`config.mk`:
```
export PLATFORM = sky130hd
export DESIGN_NAME = ddr_main_sequencer
export DESIGN_NICKNAME = d
export VERILOG_FILES = /design/src/rtl/ddr_main_sequencer.sv
export SDC_FILE = /design/constraint.sdc
export NUM_CORES = 1
export LEC_CHECK = 0
export ABC_AREA = 1
export ABC_CLOCK_PERIOD_IN_PS = 8100
export CORE_MARGIN = 3
export CORE_UTILIZATION = 60
export CTS_CLUSTER_SIZE = 16
export DETAILED_ROUTE_END_ITERATION = 8
export GPL_TIMING_DRIVEN = 1
export HOLD_SLACK_MARGIN = 0.06
export PLACE_DENSITY = 0.81
export SETUP_SLACK_MARGIN = 0.3
export SYNTH_ARGS = -nofsm -noshare
export SYNTH_HDL_FRONTEND = slang
export SYNTH_SLANG_ARGS = --single-unit
```
`constraint.sdc`:
```
create_clock -name core_clk -period 8.1 [get_ports core_clk]
set_input_delay 1.62 -clock core_clk [delete_from_list [all_inputs] [get_ports core_clk]]
set_output_delay 1.62 -clock core_clk [all_outputs]
set_load 0.01 [all_outputs]
```
`src/rtl/ddr_main_sequencer.sv`:
```
//------------------------------------------------------------------------------
// Module      : ddr_main_sequencer
// Description : Top-level DDR3 sequencer. Brings the PHY and DRAM out of
//               reset, runs per-rank ZQ long calibration, then hands the
//               command bus to the scheduler. It reclaims the bus
//               periodically for PREA + REF, with postponed-refresh
//               accounting.
// Ports       : core_clk, core_arstn (async, active-low)
//               dfi_init_start / dfi_init_complete  - PHY init handshake
//               ddr_init_start / ddr_init_done      - DRAM init engine handshake
//               sched_en / sched_idle               - scheduler bus ownership
//               ref_urgent, ref_overflow            - refresh backlog status
//               cmd_valid, cmd_cs_n, cmd_ras_n, cmd_cas_n, cmd_we_n, cmd_a10
//                                                   - registered command slot
// Revision    : 1.0 - initial release
//------------------------------------------------------------------------------
`default_nettype none

module ddr_main_sequencer #(
  parameter int NUM_RANKS    = 1,
  parameter int CNT_W        = 16,
  parameter int T_ZQINIT     = 512,
  parameter int T_RP         = 6,
  parameter int T_RFC        = 88,
  parameter int T_REFI       = 6240,
  parameter int MAX_POSTPONE = 8
) (
  input  logic                 core_clk,
  input  logic                 core_arstn,
  output logic                 dfi_init_start,
  input  logic                 dfi_init_complete,
  output logic                 ddr_init_start,
  input  logic                 ddr_init_done,
  output logic                 sched_en,
  input  logic                 sched_idle,
  output logic                 ref_urgent,
  output logic                 ref_overflow,
  output logic                 cmd_valid,
  output logic [NUM_RANKS-1:0] cmd_cs_n,
  output logic                 cmd_ras_n,
  output logic                 cmd_cas_n,
  output logic                 cmd_we_n,
  output logic                 cmd_a10
);

  localparam int c_pend_w = $clog2(MAX_POSTPONE + 1);
  localparam int c_rank_w = (NUM_RANKS > 1) ? $clog2(NUM_RANKS) : 1;

  localparam logic [CNT_W-1:0]    c_zq_load   = CNT_W'(T_ZQINIT - 1);
  localparam logic [CNT_W-1:0]    c_rp_load   = CNT_W'(T_RP - 1);
  localparam logic [CNT_W-1:0]    c_rfc_load  = CNT_W'(T_RFC - 1);
  localparam logic [CNT_W-1:0]    c_refi_load = CNT_W'(T_REFI - 1);
  localparam logic [c_pend_w-1:0] c_max_pend  = c_pend_w'(MAX_POSTPONE);
  localparam logic [c_rank_w-1:0] c_last_rank = c_rank_w'(NUM_RANKS - 1);

  localparam logic [3:0] c_st_reset     = 4'd0;
  localparam logic [3:0] c_st_init_dfi  = 4'd1;
  localparam logic [3:0] c_st_init_ddr  = 4'd2;
  localparam logic [3:0] c_st_zqcal     = 4'd3;
  localparam logic [3:0] c_st_zqwait    = 4'd4;
  localparam logic [3:0] c_st_idle      = 4'd5;
  localparam logic [3:0] c_st_prea      = 4'd6;
  localparam logic [3:0] c_st_prea_wait = 4'd7;
  localparam logic [3:0] c_st_ref       = 4'd8;
  localparam logic [3:0] c_st_ref_wait  = 4'd9;

  logic [3:0]          r_state;
  logic [CNT_W-1:0]    r_cnt;
  logic [c_rank_w-1:0] r_rank;
  logic [c_pend_w-1:0] r_pend;
  logic [CNT_W-1:0]    r_refi_cnt;
  logic                r_refi_run;

  logic [3:0]          w_state_next;
  logic [CNT_W-1:0]    w_cnt_next;
  logic [c_rank_w-1:0] w_rank_next;
  logic [c_pend_w-1:0] w_pend_next;
  logic                w_tick;
  logic                w_sat;
  logic                w_dec;

  logic                 w_dfi_init_start;
  logic                 w_ddr_init_start;
  logic                 w_sched_en;
  logic                 w_ref_urgent;
  logic                 w_cmd_valid;
  logic [NUM_RANKS-1:0] w_cmd_cs_n;
  logic                 w_cmd_ras_n;
  logic                 w_cmd_cas_n;
  logic                 w_cmd_we_n;
  logic                 w_cmd_a10;

  // Refresh interval timer: free-running once IDLE is first reached.
  always_ff @(posedge core_clk or negedge core_arstn) begin
    if (!core_arstn) begin
      r_refi_cnt <= '0;
      r_refi_run <= 1'b0;
    end else if (!r_refi_run) begin
      if (w_state_next == c_st_idle) begin
        r_refi_run <= 1'b1;
        r_refi_cnt <= c_refi_load;
      end
    end else if (r_refi_cnt == '0) begin
      r_refi_cnt <= c_refi_load;
    end else begin
      r_refi_cnt <= r_refi_cnt - 1'b1;
    end
  end

  assign w_tick = r_refi_run && (r_refi_cnt == '0);
  assign w_sat  = (r_pend == c_max_pend);
  // A refresh completes when the REF timing window expires.
  assign w_dec  = ((r_state == c_st_ref) || (r_state == c_st_ref_wait)) &&
                  (r_cnt == '0) && (r_pend != '0);

  // Pending-refresh accounting; a tick and a completion in the same cycle
  // cancel out. A tick while saturated is dropped.
  always_comb begin
    w_pend_next = r_pend;
    case ({w_tick && !w_sat, w_dec})
      2'b10:   w_pend_next = r_pend + 1'b1;
      2'b01:   w_pend_next = r_pend - 1'b1;
      default: w_pend_next = r_pend;
    endcase
  end

  // Next-state logic. Issue states load the counter on entry so the
  // command-to-command spacing equals the timing parameter exactly; the
  // issue cycle and its wait state therefore share one expiry check.
  always_comb begin
    w_state_next = r_state;
    w_rank_next  = r_rank;
    case (r_state)
      c_st_reset:    w_state_next = c_st_init_dfi;
      c_st_init_dfi: if (dfi_init_complete) w_state_next = c_st_init_ddr;
      c_st_init_ddr: begin
        if (ddr_init_done) begin
          w_state_next = c_st_zqcal;
          w_rank_next  = '0;
        end
      end
      c_st_zqcal, c_st_zqwait: begin
        if (r_cnt == '0) begin
          if (r_rank == c_last_rank) begin
            w_state_next = c_st_idle;
          end else begin
            w_state_next = c_st_zqcal;
            w_rank_next  = r_rank + 1'b1;
          end
        end else begin
          w_state_next = c_st_zqwait;
        end
      end
      c_st_idle: begin
        // The scheduler must have seen sched_en low before it reports idle.
        if (!sched_en && sched_idle && (r_pend != '0)) w_state_next = c_st_prea;
      end
      c_st_prea, c_st_prea_wait: begin
        w_state_next = (r_cnt == '0) ? c_st_ref : c_st_prea_wait;
      end
      c_st_ref, c_st_ref_wait: begin
        if (r_cnt == '0) begin
          w_state_next = (w_pend_next != '0) ? c_st_ref : c_st_idle;
        end else begin
          w_state_next = c_st_ref_wait;
        end
      end
      default: w_state_next = c_st_reset;
    endcase
  end

  always_comb begin
    case (w_state_next)
      c_st_zqcal: w_cnt_next = c_zq_load;
      c_st_prea:  w_cnt_next = c_rp_load;
      c_st_ref:   w_cnt_next = c_rfc_load;
      default:    w_cnt_next = (r_cnt != '0) ? r_cnt - 1'b1 : '0;
    endcase
  end

  // Output values for the state being entered; registered below.
  always_comb begin
    w_dfi_init_start = (w_state_next == c_st_init_dfi);
    w_ddr_init_start = (w_state_next == c_st_init_ddr);
    w_sched_en       = (w_state_next == c_st_idle) && (w_pend_next == '0);
    w_ref_urgent     = (w_pend_next == c_max_pend);
    w_cmd_valid      = 1'b0;
    w_cmd_cs_n       = '1;
    w_cmd_ras_n      = 1'b1;
    w_cmd_cas_n      = 1'b1;
    w_cmd_we_n       = 1'b1;
    w_cmd_a10        = 1'b0;
    case (w_state_next)
      c_st_zqcal: begin
        w_cmd_valid = 1'b1;
        for (int i = 0; i < NUM_RANKS; i++) begin
          w_cmd_cs_n[i] = (w_rank_next != c_rank_w'(i));
        end
        w_cmd_we_n = 1'b0;
        w_cmd_a10  = 1'b1;
      end
      c_st_prea: begin
        w_cmd_valid = 1'b1;
        w_cmd_cs_n  = '0;
        w_cmd_ras_n = 1'b0;
        w_cmd_we_n  = 1'b0;
        w_cmd_a10   = 1'b1;
      end
      c_st_ref: begin
        w_cmd_valid = 1'b1;
        w_cmd_cs_n  = '0;
        w_cmd_ras_n = 1'b0;
        w_cmd_cas_n = 1'b0;
      end
      default: begin
        w_cmd_valid = 1'b0;
      end
    endcase
  end

  always_ff @(posedge core_clk or negedge core_arstn) begin
    if (!core_arstn) begin
      r_state        <= c_st_reset;
      r_cnt          <= '0;
      r_rank         <= '0;
      r_pend         <= '0;
      dfi_init_start <= 1'b0;
      ddr_init_start <= 1'b0;
      sched_en       <= 1'b0;
      ref_urgent     <= 1'b0;
      ref_overflow   <= 1'b0;
      cmd_valid      <= 1'b0;
      cmd_cs_n       <= '1;
      cmd_ras_n      <= 1'b1;
      cmd_cas_n      <= 1'b1;
      cmd_we_n       <= 1'b1;
      cmd_a10        <= 1'b0;
    end else begin
      r_state        <= w_state_next;
      r_cnt          <= w_cnt_next;
      r_rank         <= w_rank_next;
      r_pend         <= w_pend_next;
      dfi_init_start <= w_dfi_init_start;
      ddr_init_start <= w_ddr_init_start;
      sched_en       <= w_sched_en;
      ref_urgent     <= w_ref_urgent;
      if (w_tick && w_sat) ref_overflow <= 1'b1;
      cmd_valid      <= w_cmd_valid;
      cmd_cs_n       <= w_cmd_cs_n;
      cmd_ras_n      <= w_cmd_ras_n;
      cmd_cas_n      <= w_cmd_cas_n;
      cmd_we_n       <= w_cmd_we_n;
      cmd_a10        <= w_cmd_a10;
    end
  end

endmodule

`default_nettype wire

```
==> results of run 1 <==
## layer usage
metal,global-route usage (%),vias up,part of all wire (%)
met3,3.837,15,5.0
met2,37.54,75,49
li1,-,1382,-
met4,8.247,0,2.1
met1,29.48,1265,44
met5,0,-,0
## sequential cells by signal (all words and copies together) (netlist names)
signal	flops
cmd_a10	1
sched_en	1
ddr_init_start	1
r_refi_run	1
r_refi_cnt	16
cmd_ras_n	1
r_cnt	16
dfi_init_start	1
cmd_valid	1
cmd_cas_n	1
cmd_we_n	1
ref_overflow	1
cmd_cs_n	1
ref_urgent	1
r_state	4
r_pend	4
r_rank	1
## where the power goes
| group | internal [mW] | switching, mW |
|---|---|---|
| Clock | 0.101 | 0.0875 |
| Combinational | 0.143 | 0.251 |
| Sequential | 0.322 | 0.0391 |
## worst max-delay path, cell delays in order, from the launching register on
cell,delay (ps)
dfrtp_1,390
inv_1,90
ha_1,160
nand2_1,80
nor2_1,110
inv_1,60
nor2_1,80
inv_1,80
nor4_1,250
nand3_1,150
nor2_1,150
nand2_1,100
ha_1,240
nand2_1,80
inv_1,50
nor2_2,120
ha_1,240
o21ai_0,190
nand2_1,140
nor2_4,150
nand3_1,100
nand2_1,70
nand2_1,100
nand2_4,110
nand4_4,230
nand2_2,260
nand2_1,80
nand2_1,60
## cells by family after synthesis
logic type,synth area share (%)
AO/OA/AOI/OAI,3.949
buffers and inverters,8.556
AND/OR/NAND/NOR,40.19
XOR/XNOR,3.794
flip-flops,41.19
adder cells (fa/ha/maj),2.323
## cell type report
cell class                      count  area, µm²
Clock buffer                        6      82.58
Clock inverter                      2      37.54
Fill cell                         413       1613
Inverter                           65      244.0
Multi-Input combinational cell    306       1624
Sequential cell                    53       1331
Tap cell                           70      87.58
Timing Repair Buffer               16      152.6
## worst max-delay path by stage
| stage | end | depth (start not counted) | slack (ps) |
|---|---|---|---|
| detailed placement | r_refi_cnt[2] | 27 | 4130 |
| floorplan | r_refi_cnt[12] | 27 | 4610 |
| finish | r_refi_cnt[2] | 27 | 4120 |
| global route | r_refi_cnt[0] | 27 | 3510 |
| CTS | r_refi_cnt[2] | 27 | 4110 |
| global placement | r_refi_cnt[3] | 27 | 4260 |
## through the flow
step,util (%),std cells,power (mW),area [µm²]
6_report,68.82,518,0.9430,3560
5_1_grt,68.82,518,1.009,3560
4_1_cts,68.82,518,0.9472,3560
3_5_place_dp,66.50,510,0.7575,3440
3_3_place_gp,66.50,510,0.7462,3440
2_1_floorplan,-,429,0.6728,3232
## placed cells by master (no fill, tap or decap), drive strengths merged, types with 8 or more instances in the layout
master	count
nand3	56
o21ai	10
a21oi	8
clkdlybuf4s50	14
nand2	117
inv	63
xor2	10
dfrtp	49
nand4	9
nor2	64
==> out/results.txt, run 1 <==
CTS buffer count -> 5
Hold Path Class -> reg2reg
Core Footprint -> 5172 µm²
drt wl/cell -> 12.32 µm
top cells by area, synth -> dfrtp_1 (38%), nand2_1 (12%), nand3_1 (8.4%)
Worst R2R Path Depth -> 27
max cap viols -> 0
CP Max Fanout -> 17
share of Yosys cell area claimed by the top area cell type -> 37.94%
CTS Sinks -> 53
total global routing track utilization -> 22.53%
leakage -> 1.848 nW
Syn Nets -> 440
Hold Slack -> 468.7 ps
Hold EP -> ref_overflow
Primary FF master, synth -> dfrtp_1
Reg2Reg Setup Slack -> 4120 ps
arrival time at the worst endpoint -> 4230 ps
Mapped Area -> 3232 µm²
Post-synth top cells -> nand2_1 (106), inv_1 (57), nand3_1 (54)
max-slew violations -> 0
initial core utilization -> 62.48%
Overflow after GRT -> 0
vias in the first global route -> 2538
fmax -> 251.3 MHz
startpoint types -> flip-flop
fraction of registers with async set/reset -> 100.0%
Synth warnings -> 0
Hold Path Cell Cnt -> 1
clk_skew -> 14.65 ps
crit path capture type -> flip-flop
initial antenna violation count -> 0
TritonCTS clock tree -> yes
flip-flop and latch count after synthesis -> 53
Clock transition at path regs -> 90 ps
Post-synth EDFFs -> 0
die height -> 79.39 µm
layout cells sized above 1 -> 12.72%
sequential share of the synthesized area -> 41.19%
Setup Buffers After CTS -> 0
post-synthesis instance total -> 429
HPWL Detailed -> 4645 µm
Netlist cell types -> 38
R2R Path End -> r_refi_cnt[2]
outcome -> complete, no violations
Worst VDD drop -> 0.1218 mV
io pins -> 16
Crit Path Category -> reg2reg
worst path required time -> 8350 ps
P&R area growth vs syn -> 10.14%
most common cell in the netlist -> nand2_1
largest area contributor in the netlist -> dfrtp_1
Clock Path Buffers -> 2
Layout Nets -> 458
H-tree Lvls -> 2
r2r startpoint -> r_refi_cnt[0]
Final Cycle Share -> 49.12%
RSZ-0062 raised after global routing -> false
clock period minus worst slack -> 3979 ps
drt pass-1 iters -> 5
Max-slew headroom -> 56.77%
largest net degree at the start of global routing -> 54
Slew @ Worst Pin -> 648.4 ps
row cnt -> 26
CP startpoint -> r_refi_cnt[0]
DRC -> 0
via count -> 2737
cts hold-fix bufs -> 0
first-pass GRT wire length -> 11300 µm
Ant. Diodes -> 0
clk_lat worst skew -> 310 ps
PwrDens -> 264.9 nW/µm²
Die ar. -> 6303 µm²
GP Congestion -> 0.9548
DRT iter0 DRCs -> 80
Post-Syn Area per Cell -> 7.533 µm²
Setup TNS -> 0 ps
vias per inst -> 5.284
# setup viols final -> 0
Root Buffer -> clkbuf_8
Setup WS pre-CTS -> 4133 ps
Post-DRT Antenna Nets -> 0
die outline width -> 79.39 µm
DRT Wirelength -> 6384 µm
hold wc startpoint -> ref_overflow
CTS resizes -> 0
min setup slack post-route -> 4121 ps
port bufs -> 15
Final Hold Fails -> 0
Power figures use the tool's default switching activity.
==> run 2, diff against run 1 <==
- ABC_CLOCK_PERIOD_IN_PS: 8100 -> 3700
- clock period: 8.1 -> 3.7 ns (I/O delays scaled with it)
==> run 2 against run 1 <==
Against the previous run:
- register-to-register slack worse by 4300 ps
- setup slack worse by 4300 ps
- hold slack worse by 3.5 ps
- flip-flop and latch count stayed put
- power grew to 2.9 times the previous value
- critical path depth is 4 lower
- maximum frequency is 1.3% higher
- clock power is 130% higher
- core utilization is 21 points higher
- non-clock buffer count is 75 higher
- the run now ends with setup timing left
==> out/results.txt, run 2 (same netlist as run 1, synthesis figures left out) <==
outcome -> complete, but fails checks
failing checks -> setup timing
# setup viols final -> 40
die height -> 79.39 µm
r2r startpoint -> r_refi_cnt[8]
Overflow after GRT -> 0
R2R Path End -> r_refi_cnt[15]
CTS buffer count -> 5
via count -> 3762
DRC -> 0
Layout Nets -> 537
TritonCTS clock tree -> yes
arrival time at the worst endpoint -> 4130 ps
Clock Path Buffers -> 2
initial core utilization -> 62.48%
GP Congestion -> 0.9780
total power draw -> 2.704 mW
CP Max Fanout -> 8
leakage -> 2.325 nW
Reg area -> 1331 µm²
PwrDens -> 581.8 nW/µm²
met2 Use GR -> 57.83%
initial antenna violation count -> 0
commonest non-fill, non-tap cell in the layout -> nand2_1
Filler cells -> 194
Clock transition at path regs -> 120 ps
Reg2Reg Setup Slack -> -230 ps
Crit Path Category -> reg2reg
clk_skew -> 20.86 ps
H-tree Lvls -> 2
grt peak-use layer -> met2
largest net degree at the start of global routing -> 34
area of the multi-input gates -> 2047 µm²
P&R area growth vs syn -> 43.79%
crit path capture type -> flip-flop
top flop regs -> r_cnt: 16 flops, r_refi_cnt: 16 flops
post-route cell area -> 4647 µm²
layout cells sized above 1 -> 37.95%
Non-Filler Instances -> 597
clk_lat worst skew -> 330 ps
Placed Instances -> 520
total global routing track utilization -> 33.16%
met3 usage -> 5.305%
DRT Wirelength -> 12950 µm
HPWL Detailed -> 5037 µm
Post-DRT Antenna Nets -> 0
DRT iter0 DRCs -> 466
CTS Sinks -> 53
port bufs -> 15
drt wl/cell -> 21.69 µm
Slew @ Worst Pin -> 754.0 ps
RSZ-0062 raised after global routing -> true
Worst VDD drop -> 0.3399 mV
Worst R2R Path Depth -> 23
Hold Path Class -> in2async
vias per inst -> 6.302
max cap viols -> 0
first-pass GRT wire length -> 15930 µm
startpoint types -> flip-flop
min setup slack post-route -> -228.9 ps
Die ar. -> 6303 µm²
row cnt -> 26
vias in the first global route -> 3317
Setup TNS -> -6022 ps
Final Hold Fails -> 0
Ant. Diodes -> 0
most frequent cells in the layout -> nand2_1 (90), buf_4 (50), dfrtp_1 (49)
worst path required time -> 3900 ps
io pins -> 16
CP startpoint -> r_refi_cnt[8]
Core Footprint -> 5172 µm²
max-slew violations -> 0
Hold Slack -> 465.2 ps
Max-slew headroom -> 49.73%
Final Cycle Share -> 106.2%
cts hold-fix bufs -> 0
area post-placement -> 3533 µm²
drt pass-1 iters -> 6
clock period minus worst slack -> 3929 ps
die outline width -> 79.39 µm
fmax -> 254.5 MHz
Root Buffer -> clkbuf_8
Global Route met1 Usage -> 38.85%
## run 2: cell count changes in the layout (fill, tap and decap cells not counted), sizes merged
cell | before | now
nand2 | 117 | 119
clkbuf | 6 | 5
nor2 | 64 | 65
buf | 2 | 77
clkinv | 2 | 3
nand4 | 9 | 10
## run 2: stage by stage
step / setup slack (ps) / utilization [%]
5_1_grt: -363.3 / 89.84
2_1_floorplan: 336.9 / -
3_3_place_gp: 148.0 / 68.31
4_1_cts: 72.29 / 81.52
3_5_place_dp: -53.21 / 68.31
6_report: -228.9 / 89.84
## run 2: power by group
part / leakage, nW / switching (mW) / internal (mW)
Clock: 0.0543 / 0.225 / 0.203
Sequential: 0.635 / 0.0940 / 0.704
Combinational: 1.64 / 0.869 / 0.609
## run 2: worst max-delay path, stage by stage, from the launching register on
cell	delay, ps
dfrtp_1	440
nor2_2	220
inv_2	110
nor3_4	210
inv_2	80
nor4_4	320
nand3_2	170
nor2_4	130
nand2_2	90
ha_4	190
nand2_2	70
inv_2	60
buf_4	130
o21ai_1	230
nand2_1	140
nand2_1	100
nand3_1	120
nand2_4	130
nand4_1	140
nand2_2	130
nand4_4	200
buf_12	220
nand3_2	70
nand2_1	80
## run 2: final cells by class
type,count,area share [%]
clock buffer,5,1.481
sequential,53,28.65
inverter,65,5.250
tap,70,1.885
timing repair buffer,91,17.69
clock inverter,3,0.9962
multi-input combinational,310,44.05
## run 2: how the worst max path moves through the flow
| stage | end | slack, ps | cells after the start |
|---|---|---|---|
| 4_1_cts | r_cnt[12] | 70 | 28 |
| 2_1_floorplan | r_refi_cnt[12] | 340 | 27 |
| 3_3_place_gp | r_refi_cnt[4] | 150 | 27 |
| 3_5_place_dp | r_cnt[15] | -50 | 26 |
| 6_report | r_refi_cnt[15] | -230 | 23 |
| 5_1_grt | r_refi_cnt[2] | -360 | 28 |
## run 2: per-layer routing
| layer | part of all wire [%] | vias to the layer above |
|---|---|---|
| met2 | 47 | 347 |
| li1 | - | 1554 |
| met3 | 9.5 | 128 |
| met1 | 34 | 1733 |
| met4 | 9.1 | 0 |
| met5 | 0 | - |
## run 2: what timing repair did
item / 4_1_cts / 5_1_grt
cloned: 4 / 0
resized for setup: 33 / 85
setup endpoints to repair: 41 / 45
pin swaps: 27 / 45
buffers inserted: 53 / 12
